--- src/rtl/instruc_assembler_pkg.sv ---
// Shared constants and state encoding for the UART instruction loader.
// The splitter on the transmit side uses the same word and byte constants.
package instruc_assembler_pkg;

  localparam int N_BYTES_DEF = 4;
  localparam int DATA_W_DEF  = 8;
  localparam int WORD_W_DEF  = N_BYTES_DEF * DATA_W_DEF;

  localparam logic [WORD_W_DEF-1:0] HALT_WORD_DEF = 32'hFFFF_FFFF;

  typedef enum logic [1:0] {
    IDLE,
    RECV,
    WRITE,
    DONE
  } state_t;

endpackage

--- src/rtl/inter_byte_timer.sv ---
// Counts idle cycles between bytes of one word.
// expired_o is raised once TIMEOUT-1 idle cycles have been seen.
module inter_byte_timer #(
  parameter int TIMEOUT = 50000
) (
  input  logic clk,
  input  logic reset,
  input  logic clear_i,
  input  logic enable_i,
  output logic expired_o
);

  localparam int CW = (TIMEOUT > 2) ? $clog2(TIMEOUT) : 1;
  localparam logic [CW-1:0] LAST = CW'(TIMEOUT - 1);

  logic [CW-1:0] count_q, count_d;

  assign expired_o = (count_q == LAST);

  // The counter saturates at LAST so expired_o stays up until cleared.
  always_comb begin
    count_d = count_q;
    if (clear_i) begin
      count_d = '0;
    end else if (enable_i && !expired_o) begin
      count_d = count_q + 1'b1;
    end
  end

  always_ff @(posedge clk or posedge reset) begin
    if (reset) begin
      count_q <= '0;
    end else begin
      count_q <= count_d;
    end
  end

endmodule

--- src/rtl/instruc_assembler.sv ---
// Packs UART bytes into instruction words and writes them to instruction
// memory at consecutive addresses until HALT, a full address space, or disable.
module instruc_assembler
  import instruc_assembler_pkg::*;
#(
  parameter int N_BYTES = N_BYTES_DEF,
  parameter int DATA_W  = DATA_W_DEF,
  parameter int ADDR_W  = 8,
  parameter int TIMEOUT = 50000,
  parameter logic [N_BYTES*DATA_W-1:0] HALT_WORD = HALT_WORD_DEF
) (
  input  logic                      clk,
  input  logic                      reset,
  input  logic                      recibir,
  input  logic                      rx_done_tick,
  input  logic [DATA_W-1:0]         rx_data,
  output logic [N_BYTES*DATA_W-1:0] salida,
  output logic                      wr,
  output logic [ADDR_W-1:0]         addr,
  output logic                      done,
  output logic                      full,
  output logic                      timeout_err
);

  localparam int WORD_W = N_BYTES * DATA_W;
  localparam int CNT_W  = $clog2(N_BYTES + 1);

  state_t              state_q, state_d;
  logic [CNT_W-1:0]    cnt_q, cnt_d;
  logic [WORD_W-1:0]   buf_q, buf_d;
  logic [WORD_W-1:0]   salida_q, salida_d;
  logic [ADDR_W-1:0]   addr_q, addr_d;
  logic                done_q, done_d;
  logic                full_q, full_d;
  logic                terr_q, terr_d;

  logic [CNT_W-1:0]    sel;
  logic [WORD_W-1:0]   word_w;
  logic                last_w;
  logic                capture;
  logic                expired;

  inter_byte_timer #(.TIMEOUT(TIMEOUT)) u_timer (
    .clk       (clk),
    .reset     (reset),
    .clear_i   (rx_done_tick || (state_q != RECV)),
    .enable_i  (state_q == RECV),
    .expired_o (expired)
  );

  // A byte outside RECV always starts a new word, so it lands in slot 0.
  always_comb begin
    sel    = (state_q == RECV) ? cnt_q : '0;
    word_w = buf_q;
    word_w[int'(sel)*DATA_W +: DATA_W] = rx_data;
    last_w = (sel == CNT_W'(N_BYTES - 1));
  end

  always_comb begin
    state_d  = state_q;
    cnt_d    = cnt_q;
    buf_d    = buf_q;
    salida_d = salida_q;
    addr_d   = addr_q;
    done_d   = done_q;
    full_d   = full_q;
    terr_d   = 1'b0;
    capture  = 1'b0;

    case (state_q)
      IDLE: begin
        if (recibir && rx_done_tick) capture = 1'b1;
      end
      RECV: begin
        if (!recibir) begin
          state_d = IDLE;
          cnt_d   = '0;
        end else if (rx_done_tick) begin
          capture = 1'b1;
        end else if (expired) begin
          state_d = IDLE;
          cnt_d   = '0;
          terr_d  = 1'b1;
        end
      end
      WRITE: begin
        if ((salida_q == HALT_WORD) || (addr_q == '1)) begin
          if (recibir) begin
            state_d = DONE;
            done_d  = 1'b1;
            full_d  = (salida_q != HALT_WORD);
          end else begin
            state_d = IDLE;
            addr_d  = '0;
          end
        end else begin
          addr_d  = addr_q + 1'b1;
          state_d = IDLE;
          if (recibir && rx_done_tick) capture = 1'b1;
        end
      end
      DONE: begin
        if (!recibir) begin
          state_d = IDLE;
          done_d  = 1'b0;
          full_d  = 1'b0;
          addr_d  = '0;
        end
      end
      default: state_d = IDLE;
    endcase

    if (capture) begin
      buf_d = word_w;
      if (last_w) begin
        salida_d = word_w;
        cnt_d    = '0;
        state_d  = WRITE;
      end else begin
        cnt_d   = sel + 1'b1;
        state_d = RECV;
      end
    end
  end

  always_ff @(posedge clk or posedge reset) begin
    if (reset) begin
      state_q  <= IDLE;
      cnt_q    <= '0;
      buf_q    <= '0;
      salida_q <= '0;
      addr_q   <= '0;
      done_q   <= 1'b0;
      full_q   <= 1'b0;
      terr_q   <= 1'b0;
    end else begin
      state_q  <= state_d;
      cnt_q    <= cnt_d;
      buf_q    <= buf_d;
      salida_q <= salida_d;
      addr_q   <= addr_d;
      done_q   <= done_d;
      full_q   <= full_d;
      terr_q   <= terr_d;
    end
  end

  assign salida      = salida_q;
  assign wr          = (state_q == WRITE);
  assign addr        = addr_q;
  assign done        = done_q;
  assign full        = full_q;
  assign timeout_err = terr_q;

endmodule

--- config.mk ---
export PLATFORM = sky130hd
export DESIGN_NAME = instruc_assembler
export DESIGN_NICKNAME = d
export VERILOG_FILES = /design/src/rtl/instruc_assembler_pkg.sv /design/src/rtl/inter_byte_timer.sv /design/src/rtl/instruc_assembler.sv
export SDC_FILE = /design/constraint.sdc
export NUM_CORES = 1
export LEC_CHECK = 0
export BUFFER_PORTS_ARGS = -buffer_cell sky130_fd_sc_hd__buf_4
export CAP_MARGIN = 5
export CORE_UTILIZATION = 55
export DETAILED_ROUTE_END_ITERATION = 6
export PLACE_DENSITY = 0.76
export SKIP_LAST_GASP = 1
export SLEW_MARGIN = 5
export SYNTH_ARGS = -nofsm -noshare
export SYNTH_HDL_FRONTEND = slang
export SYNTH_SLANG_ARGS = --single-unit
--- constraint.sdc ---
create_clock -name clk -period 5.3 [get_ports clk]
set_input_delay 0.795 -clock clk [delete_from_list [all_inputs] [get_ports clk]]
set_output_delay 0.795 -clock clk [all_outputs]
set_load 0.03 [all_outputs]
==> run summary, run 1 <==
• 17.6 um — Wirelength per Cell
• 0 — global route total overflow
• 23.7% — Total Routing Usage GR
• 397 — number of cells produced by synthesis
• 0 — number of enable-type register cells in the synthesized netlist
• 2.49 nW — leakage power figure
• 1.01 ns — worst slew pin tran
• 5.60 ns — required time worst endpoint
• 0 — Max-cap violations
• 0 — Setup-failing EPs final
• 214 — Iter 0 DRT Violations
• 51.9% — post-synthesis sequential area ratio
• sky130_fd_sc_hd__dfrtp_1 (52%), sky130_fd_sc_hd__mux2_2 (11%), sky130_fd_sc_hd__a22o_1 (10%) — biggest area contributors in the synthesized netlist
• flip-flop — startpoint type of the worst setup path
• 14 — CP max FO
• 0 — Syn. warnings
• 337 mW/mm^2 — areal power density over the cells
• complete, no violations — run status
• 0 — post-CTS setup-driven buffer insertion count
• 552 — non-filler cells in the finished layout
• 0 ns — Total Neg Setup Slack
• 32.9% — Max transition margin
• sky130_fd_sc_hd__dfrtp_1 (96), sky130_fd_sc_hd__buf_4 (58), sky130_fd_sc_hd__a22o_1 (53), sky130_fd_sc_hd__mux2_2 (45), sky130_fd_sc_hd__nor2_1 (25) — highest-count cells in the layout ignoring fill and taps
• 0 — initial antenna violation count
• 0.00463 sq mm — total standard cell area after synthesis
• built — TritonCTS clock tree
• 15.7 mm — first-pass GRT wire length
• 6.59 mm — HPWL reported at the end of detailed placement
• 0 — ANT cells
• 462 — fin nets
• met4 — Top Layer Used
• 96 — FF+latch count, synth
• 417 — Post-Synthesis Net Count
• no — setup repair after global routing missed its margin
• 290 MHz — achievable frequency
• inv_1 -> nor2_1 -> nand2_1 -> ha_1 -> ha_1 -> nand2_1 -> nor4_2 -> nor2b_1 -> a22o_1 — chain of cells forming the critical path
• 96 — number of sinks on the clock net
• 3.44 ns — clock period minus final worst setup slack
• 93.7 um — die height
• flip-flop — Worst setup EP type
• 0.215 mV — maximum resistive drop on vdd
• 4 — drt first pass iters
• 9 — number of buffers inserted during clock tree synthesis
• 0.00818 sq mm — Core ar.
• 3113 — via count of the first global-routing pass
• 51.9% — Yosys top cell area share
• sky130_fd_sc_hd__dfrtp_1 — commonest non-fill, non-tap cell in the layout
• 93.7 um — horizontal extent of the die
• 4.53 mm — routed length on met2
• sky130_fd_sc_hd__dfrtp_1 — most instantiated flip-flop cell in the synthesis netlist
• 536 — number of cells after detailed placement
• 6.09 — routed via count divided by cell count
• 0 — count of final hold-check violations
• reg2reg — classification of the worst-slack hold path
• 0 — CTS Hold Bufs
• 0.62 ns — slowest stage delay, CP
• sky130_fd_sc_hd__nor4_2 — critical-path cell with the highest stage delay
• 60 — pin count of the biggest net entering global routing
• 3.75 ns — Data arrival, critical path
• 0.09 ns — clock-pin transition on the worst setup and hold timing paths
• 3361 — total number of vias
• 0.843 — routability congestion estimate
• 28.0% — fraction of layout cells with a size suffix above 1
• 55 — number of buffers added on ports
• 1.78 mW — power after layout
• 100% — share of flip-flops with an asynchronous set or reset after synthesis
• 14.5% — synth-to-layout area growth
• 33 — FP Rows
• sky130_fd_sc_hd__clkbuf_8 — clock root buffer master
• 0 — remaining routing DRC violations
• 64.8% — utilization after layout
• sky130_fd_sc_hd__dfrtp_1 — post-synthesis cell type with the largest combined area
• 0 — pins over their slew limit
• 48 — Yosys cell types
• 3 — H-tree levels
• 4.52 mm — post-route met1 wirelength
• 56.6% — starting utilization of the core area
• 0.36 ns — clk_lat worst skew
• 0.00878 sq mm — die area
• 0 — number of routed nets with antenna violations
• 0 — post_cts resized
• 0.0112 ns — maximum clock skew at final layout
• 479 um — sum of met3 wire segment lengths after detailed routing
• reg2reg — type of the worst setup path
• 56 — Top Ports
• 11.7 sq um — syn_area_per_cell
• 65.0% — share of the clock period used by the worst path after layout
• 2 — maximum clock insertion buffer count
• 9.73 mm — Detailed Route WL
[layer usage]
metal / global-route usage [%] / up-vias
met2: 36.2 / 117
met3: 3.88 / 16
li1: - / 1568
met4: 10.4 / 0
met1: 33.3 / 1660
met5: 0 / -
[power by group]
group          leakage [nW]  switching (mW)  internal [mW]
logic                  1.09           0.201          0.171
clock network         0.119           0.248          0.291
registers              1.28          0.0654          0.808
[kinds of logic (layout without fill, tap and decap cells)]
| group | count (synthesis) | count (layout) | synth area share (%) |
|---|---|---|---|
| and+or+nand+nor | 108 | 108 | 12.7 |
| AOI/OAI and AO/OA | 89 | 89 | 15.0 |
| buffers and inverters | 32 | 82 | 3.38 |
| xor gates and xnor gates | 13 | 13 | 2.46 |
| DFF | 96 | 96 | 51.9 |
| muxes | 51 | 51 | 12.4 |
| adders and majority gates | 8 | 8 | 2.16 |
[critical path, delay by kind of cell, from the launching register on]
kind	cells	cell delay [ns]
simple gates	5	1.84
fa+ha+maj	2	0.62
flops	1	0.58
compound gates	1	0.24
buf+inv	1	0.10
[final cells by class]
cell class / count / area, sq um
Clock inverter: 5 / 78.8
Clock buffer: 11 / 151
Timing Repair Buffer: 58 / 435
Tap cell: 105 / 131
Multi-Input combinational cell: 269 / 2070
Sequential cell: 96 / 2400
Fill cell: 661 / 2880
Inverter: 8 / 31.3
[flip-flops by register name (all words and copies together) (netlist names)]
signal / cells
salida: 32
buf_q: 32
addr: 8
u_timer.count_q: 16
timeout_err: 1
cnt_q: 3
full: 1
state_q: 2
done: 1
[synth_stat cells (5+ instances only)]
master                     instances
sky130_fd_sc_hd__and3_1            5
sky130_fd_sc_hd__a22o_1           53
sky130_fd_sc_hd__buf_2             5
sky130_fd_sc_hd__buf_1             8
sky130_fd_sc_hd__nor3_1           11
sky130_fd_sc_hd__nor2_1           25
sky130_fd_sc_hd__dfrtp_1          96
sky130_fd_sc_hd__a21oi_1           6
sky130_fd_sc_hd__o21ai_0          13
sky130_fd_sc_hd__nand4_1          10
sky130_fd_sc_hd__ha_1              8
sky130_fd_sc_hd__nand2_1          22
sky130_fd_sc_hd__nor4_1            5
sky130_fd_sc_hd__nand3_1          10
sky130_fd_sc_hd__inv_1             7
sky130_fd_sc_hd__mux2_2           45
sky130_fd_sc_hd__xor2_1           12
sky130_fd_sc_hd__clkbuf_1          7
[path summary, 6_finish.rpt]
| path | startpoint | to | slack, ns | cells past startpoint |
|---|---|---|---|---|
| max | state_q[0]$_DFFE_PP0P_ | buf_q[19]$_DFFE_PP0P_ | 1.86 | 9 |
| min in group asynchronous | reset | salida[2]$_DFFE_PP0P_ | 0.64 | 2 |
| max reg2reg | state_q[0]$_DFFE_PP0P_ | buf_q[19]$_DFFE_PP0P_ | 1.86 | 9 |
| min | u_timer.count_q[3]$_DFFE_PP0P_ | u_timer.count_q[3]$_DFFE_PP0P_ | 0.50 | 1 |
| max in group asynchronous | reset | u_timer.count_q[0]$_DFFE_PP0P_ | 3.62 | 3 |
| min reg2reg | u_timer.count_q[3]$_DFFE_PP0P_ | u_timer.count_q[3]$_DFFE_PP0P_ | 0.50 | 1 |
[stage by stage]
step	setup slack [ns]	hold slack, ns	cell area, sq um
2_1_floorplan	2.00	0.457	4630
3_3_place_gp	2.15	0.477	5070
3_5_place_dp	1.93	0.482	5070
4_1_cts	1.88	0.500	5300
5_1_grt	1.58	0.526	5300
6_report	1.86	0.501	5300
(Power assumes the default switching activity.)
==> inputs of run 2 (changes only) <==
--- a/config.mk
+++ b/config.mk
@@ -7,9 +7,9 @@
 export LEC_CHECK = 0
 export BUFFER_PORTS_ARGS = -buffer_cell sky130_fd_sc_hd__buf_4
 export CAP_MARGIN = 5
-export CORE_UTILIZATION = 55
+export CORE_UTILIZATION = 52
 export DETAILED_ROUTE_END_ITERATION = 6
-export PLACE_DENSITY = 0.76
+export PLACE_DENSITY = 0.75
 export SKIP_LAST_GASP = 1
 export SLEW_MARGIN = 5
 export SYNTH_ARGS = -nofsm -noshare
==> constraint.sdc (replaced) <==
create_clock -name clk -period 3 [get_ports clk]
set_input_delay 0.45 -clock clk [delete_from_list [all_inputs] [get_ports clk]]
set_output_delay 0.45 -clock clk [all_outputs]
set_load 0.03 [all_outputs]
==> run 2 against run 1 <==
Worst setup slack got worse by 1.7 ns. Critical path depth fell by 2. Critical endpoint is now salida[0]$_DFFE_PP0P_. Largest power group unchanged. Utilization fell by 3.1 points. Die area rose by 5.6%.
==> run summary, run 2 (same netlist as run 1, synthesis figures left out) <==
• 94.0% — share of the clock period used by the worst path after layout, +29 points
• 29.7% — Switching Share, +0.81 points
• in2async — classification of the worst-slack hold path
• 96 — number of sinks on the clock net, unchanged
• 9 — number of buffers inserted during clock tree synthesis, unchanged
• 0 — remaining routing DRC violations, unchanged
• 0.00868 sq mm — Core ar., +6.2%
• 0.0139 ns — maximum clock skew at final layout, +0.00275 ns
• 0.00928 sq mm — die area, +5.6%
• 0.155 ns — smallest hold slack, -0.347 ns
• 96.3 um — horizontal extent of the die, +2.8%
• 3.07 ns — Data arrival, critical path, -0.68 ns
• 0.18 ns — flop-to-flop setup slack, -1.68 ns
• built — TritonCTS clock tree
• salida[0]$_DFFE_PP0P_ — endpoint of the worst register-to-register path
• 2 — maximum clock insertion buffer count, unchanged
• salida[4]$_DFFE_PP0P_ — startpoint of the most critical register-to-register path
• 0 — initial antenna violation count, unchanged
• 5.94 — routed via count divided by cell count, -2.4%
• 0 — Max-cap violations, unchanged
• 0 — Setup-failing EPs final, unchanged
• 16.4 mm — first-pass GRT wire length, +4.4%
• 0 — CTS Hold Bufs, unchanged
• 21.7% — Gate power share, +0.9 points
• 53.3% — starting utilization of the core area, -3.3 points
• 3.25 ns — required time worst endpoint, -2.35 ns
• 545 — number of cells after detailed placement, +1.7%
• 0 — global route total overflow, unchanged
• 0.860 — routability congestion estimate, +2.1%
• 0 — ANT cells, unchanged
• reg2reg — type of the worst setup path
• sky130_fd_sc_hd__dfrtp_1 — commonest non-fill, non-tap cell in the layout
• 7.00 mm — HPWL reported at the end of detailed placement, +6.3%
• 10.1 mm — Detailed Route WL, +3.4%
• complete, no violations — run status
• 3 — H-tree levels, unchanged
• 61.7% — utilization after layout, -3.1 points
• sky130_fd_sc_hd__clkbuf_8 — clock root buffer master
• 0.37 ns — clk_lat worst skew, about the same
• 17.9 um — Wirelength per Cell, +1.7%
• 0 — pins over their slew limit, unchanged
• no — setup repair after global routing missed its margin
• 0.394 mV — maximum resistive drop on vdd, +83%
• 0.10 ns — clock-pin transition on the worst setup and hold timing paths, about the same
• 56 — Top Ports, unchanged
• 165 — Iter 0 DRT Violations, -23%
• 468 — fin nets, +1.3%
• 583 mW/mm^2 — areal power density over the cells, +73%
• 0 — count of final hold-check violations, unchanged
• 0 ns — Total Neg Setup Slack, unchanged
• 3335 — total number of vias, -0.77%
• 29.1% — Clock Power Share, -1.1 points
• 15.8% — synth-to-layout area growth
• 0 — number of routed nets with antenna violations, unchanged
• 354 MHz — achievable frequency, +22%
• 561 — non-filler cells in the finished layout, +1.6%
• 2.82 ns — clock period minus final worst setup slack, -0.623 ns
• 55 — number of buffers added on ports, unchanged
• 96.3 um — die height, +2.8%
• 32 — CP max FO, +18
• flip-flop — Worst setup EP type
• 37 — pin count of the biggest net entering global routing, -38%
• 3160 — via count of the first global-routing pass, +1.5%
• 23.8% — Total Routing Usage GR, +0.15 points
• 926 uW — net switching power, +80%
• 4 — drt first pass iters, unchanged
• 2.52 nW — leakage power figure, +0.93%
• sky130_fd_sc_hd__dfrtp_1 (96), sky130_fd_sc_hd__buf_4 (63), sky130_fd_sc_hd__a22o_1 (53), sky130_fd_sc_hd__mux2_2 (45), sky130_fd_sc_hd__nor2_1 (25) — highest-count cells in the layout ignoring fill and taps
• flip-flop — startpoint type of the worst setup path
• 7 — length in cells of the worst reg-to-reg path, -2
• 49.2% — fraction of power consumed by sequential logic, +0.3 points
• 0.881 ns — worst slew pin tran, -0.125 ns
• 40.8% — Max transition margin, +7.9 points
• 2.20 mW — internal power consumption, +73%
• 34 — FP Rows, +3.0%
• 29.4% — fraction of layout cells with a size suffix above 1, +1.4 points
• 0 — post-CTS setup-driven buffer insertion count, unchanged
-- run 2: how the worst max path moves through the flow --
stage                                 end  cells after the start                   start
finish              salida[0]$_DFFE_PP0P_                      7   salida[4]$_DFFE_PP0P_
global route         buf_q[6]$_DFFE_PP0P_                      9  state_q[0]$_DFFE_PP0P_
CTS                 buf_q[29]$_DFFE_PP0P_                      8  state_q[0]$_DFFE_PP0P_
detailed placement  buf_q[31]$_DFFE_PP0P_                      8  state_q[0]$_DFFE_PP0P_
global placement    buf_q[28]$_DFFE_PP0P_                      8  state_q[0]$_DFFE_PP0P_
floorplan             addr[0]$_DFFE_PP0P_                      1                   reset
-- run 2: power groups by stage --
| stage | Sequential, mW | Combinational, mW | Clock [mW] |
|---|---|---|---|
| floorplan | 1.65 | 0.373 | 0 |
| global placement | 1.55 | 0.663 | 0 |
| detailed placement | 1.56 | 0.681 | 0 |
| CTS | 1.54 | 0.684 | 0.921 |
| global route | 1.56 | 0.740 | 0.974 |
| finish | 1.54 | 0.678 | 0.908 |
-- run 2: cell type report --
type	count	area, sq um
inverters	8	31.3
repair buffers	64	493
multi-input cells	269	2080
clock buffers	12	165
well taps	108	135
flip-flops and latches	96	2400
fillers	752	3320
clock inverters	4	51.3
-- run 2: worst max-delay path, stage by stage (launching register included) --
cell and delay, ns:
sky130_fd_sc_hd__dfrtp_1 0.40, sky130_fd_sc_hd__nand4_1 0.12, sky130_fd_sc_hd__nor4_1 0.65, sky130_fd_sc_hd__and2_1 0.32, sky130_fd_sc_hd__o31a_1 0.49, sky130_fd_sc_hd__nor3b_4 0.07
sky130_fd_sc_hd__buf_4 0.28, sky130_fd_sc_hd__mux2_1 0.36
-- run 2: routing by layer --
metal  vias up  global-route usage, %  routed length [um]
met5         -                      0                   0
met4         0                   9.07                 146
met3        16                   3.48                 419
met2        84                   37.7                4950
met1      1659                   33.2                4550
li1       1576                      -                   -
-- run 2: per-stage QoR --
step                      power, mW  instance area, sq um  setup slack, ns
after floorplan                2.02                  4630           0.0446
after global placement         2.21                  5130            0.240
after detailed placement       2.24                  5130            0.176
after CTS                      3.14                  5350            0.154
after global routing           3.27                  5360           0.0214
final                          3.12                  5360            0.179
-- run 2: timing repair --
item                                    4_1_cts  5_1_grt
endpoints found under the setup margin        0        8
gates resized for setup                       0        1
hold endpoints to repair                      0        0
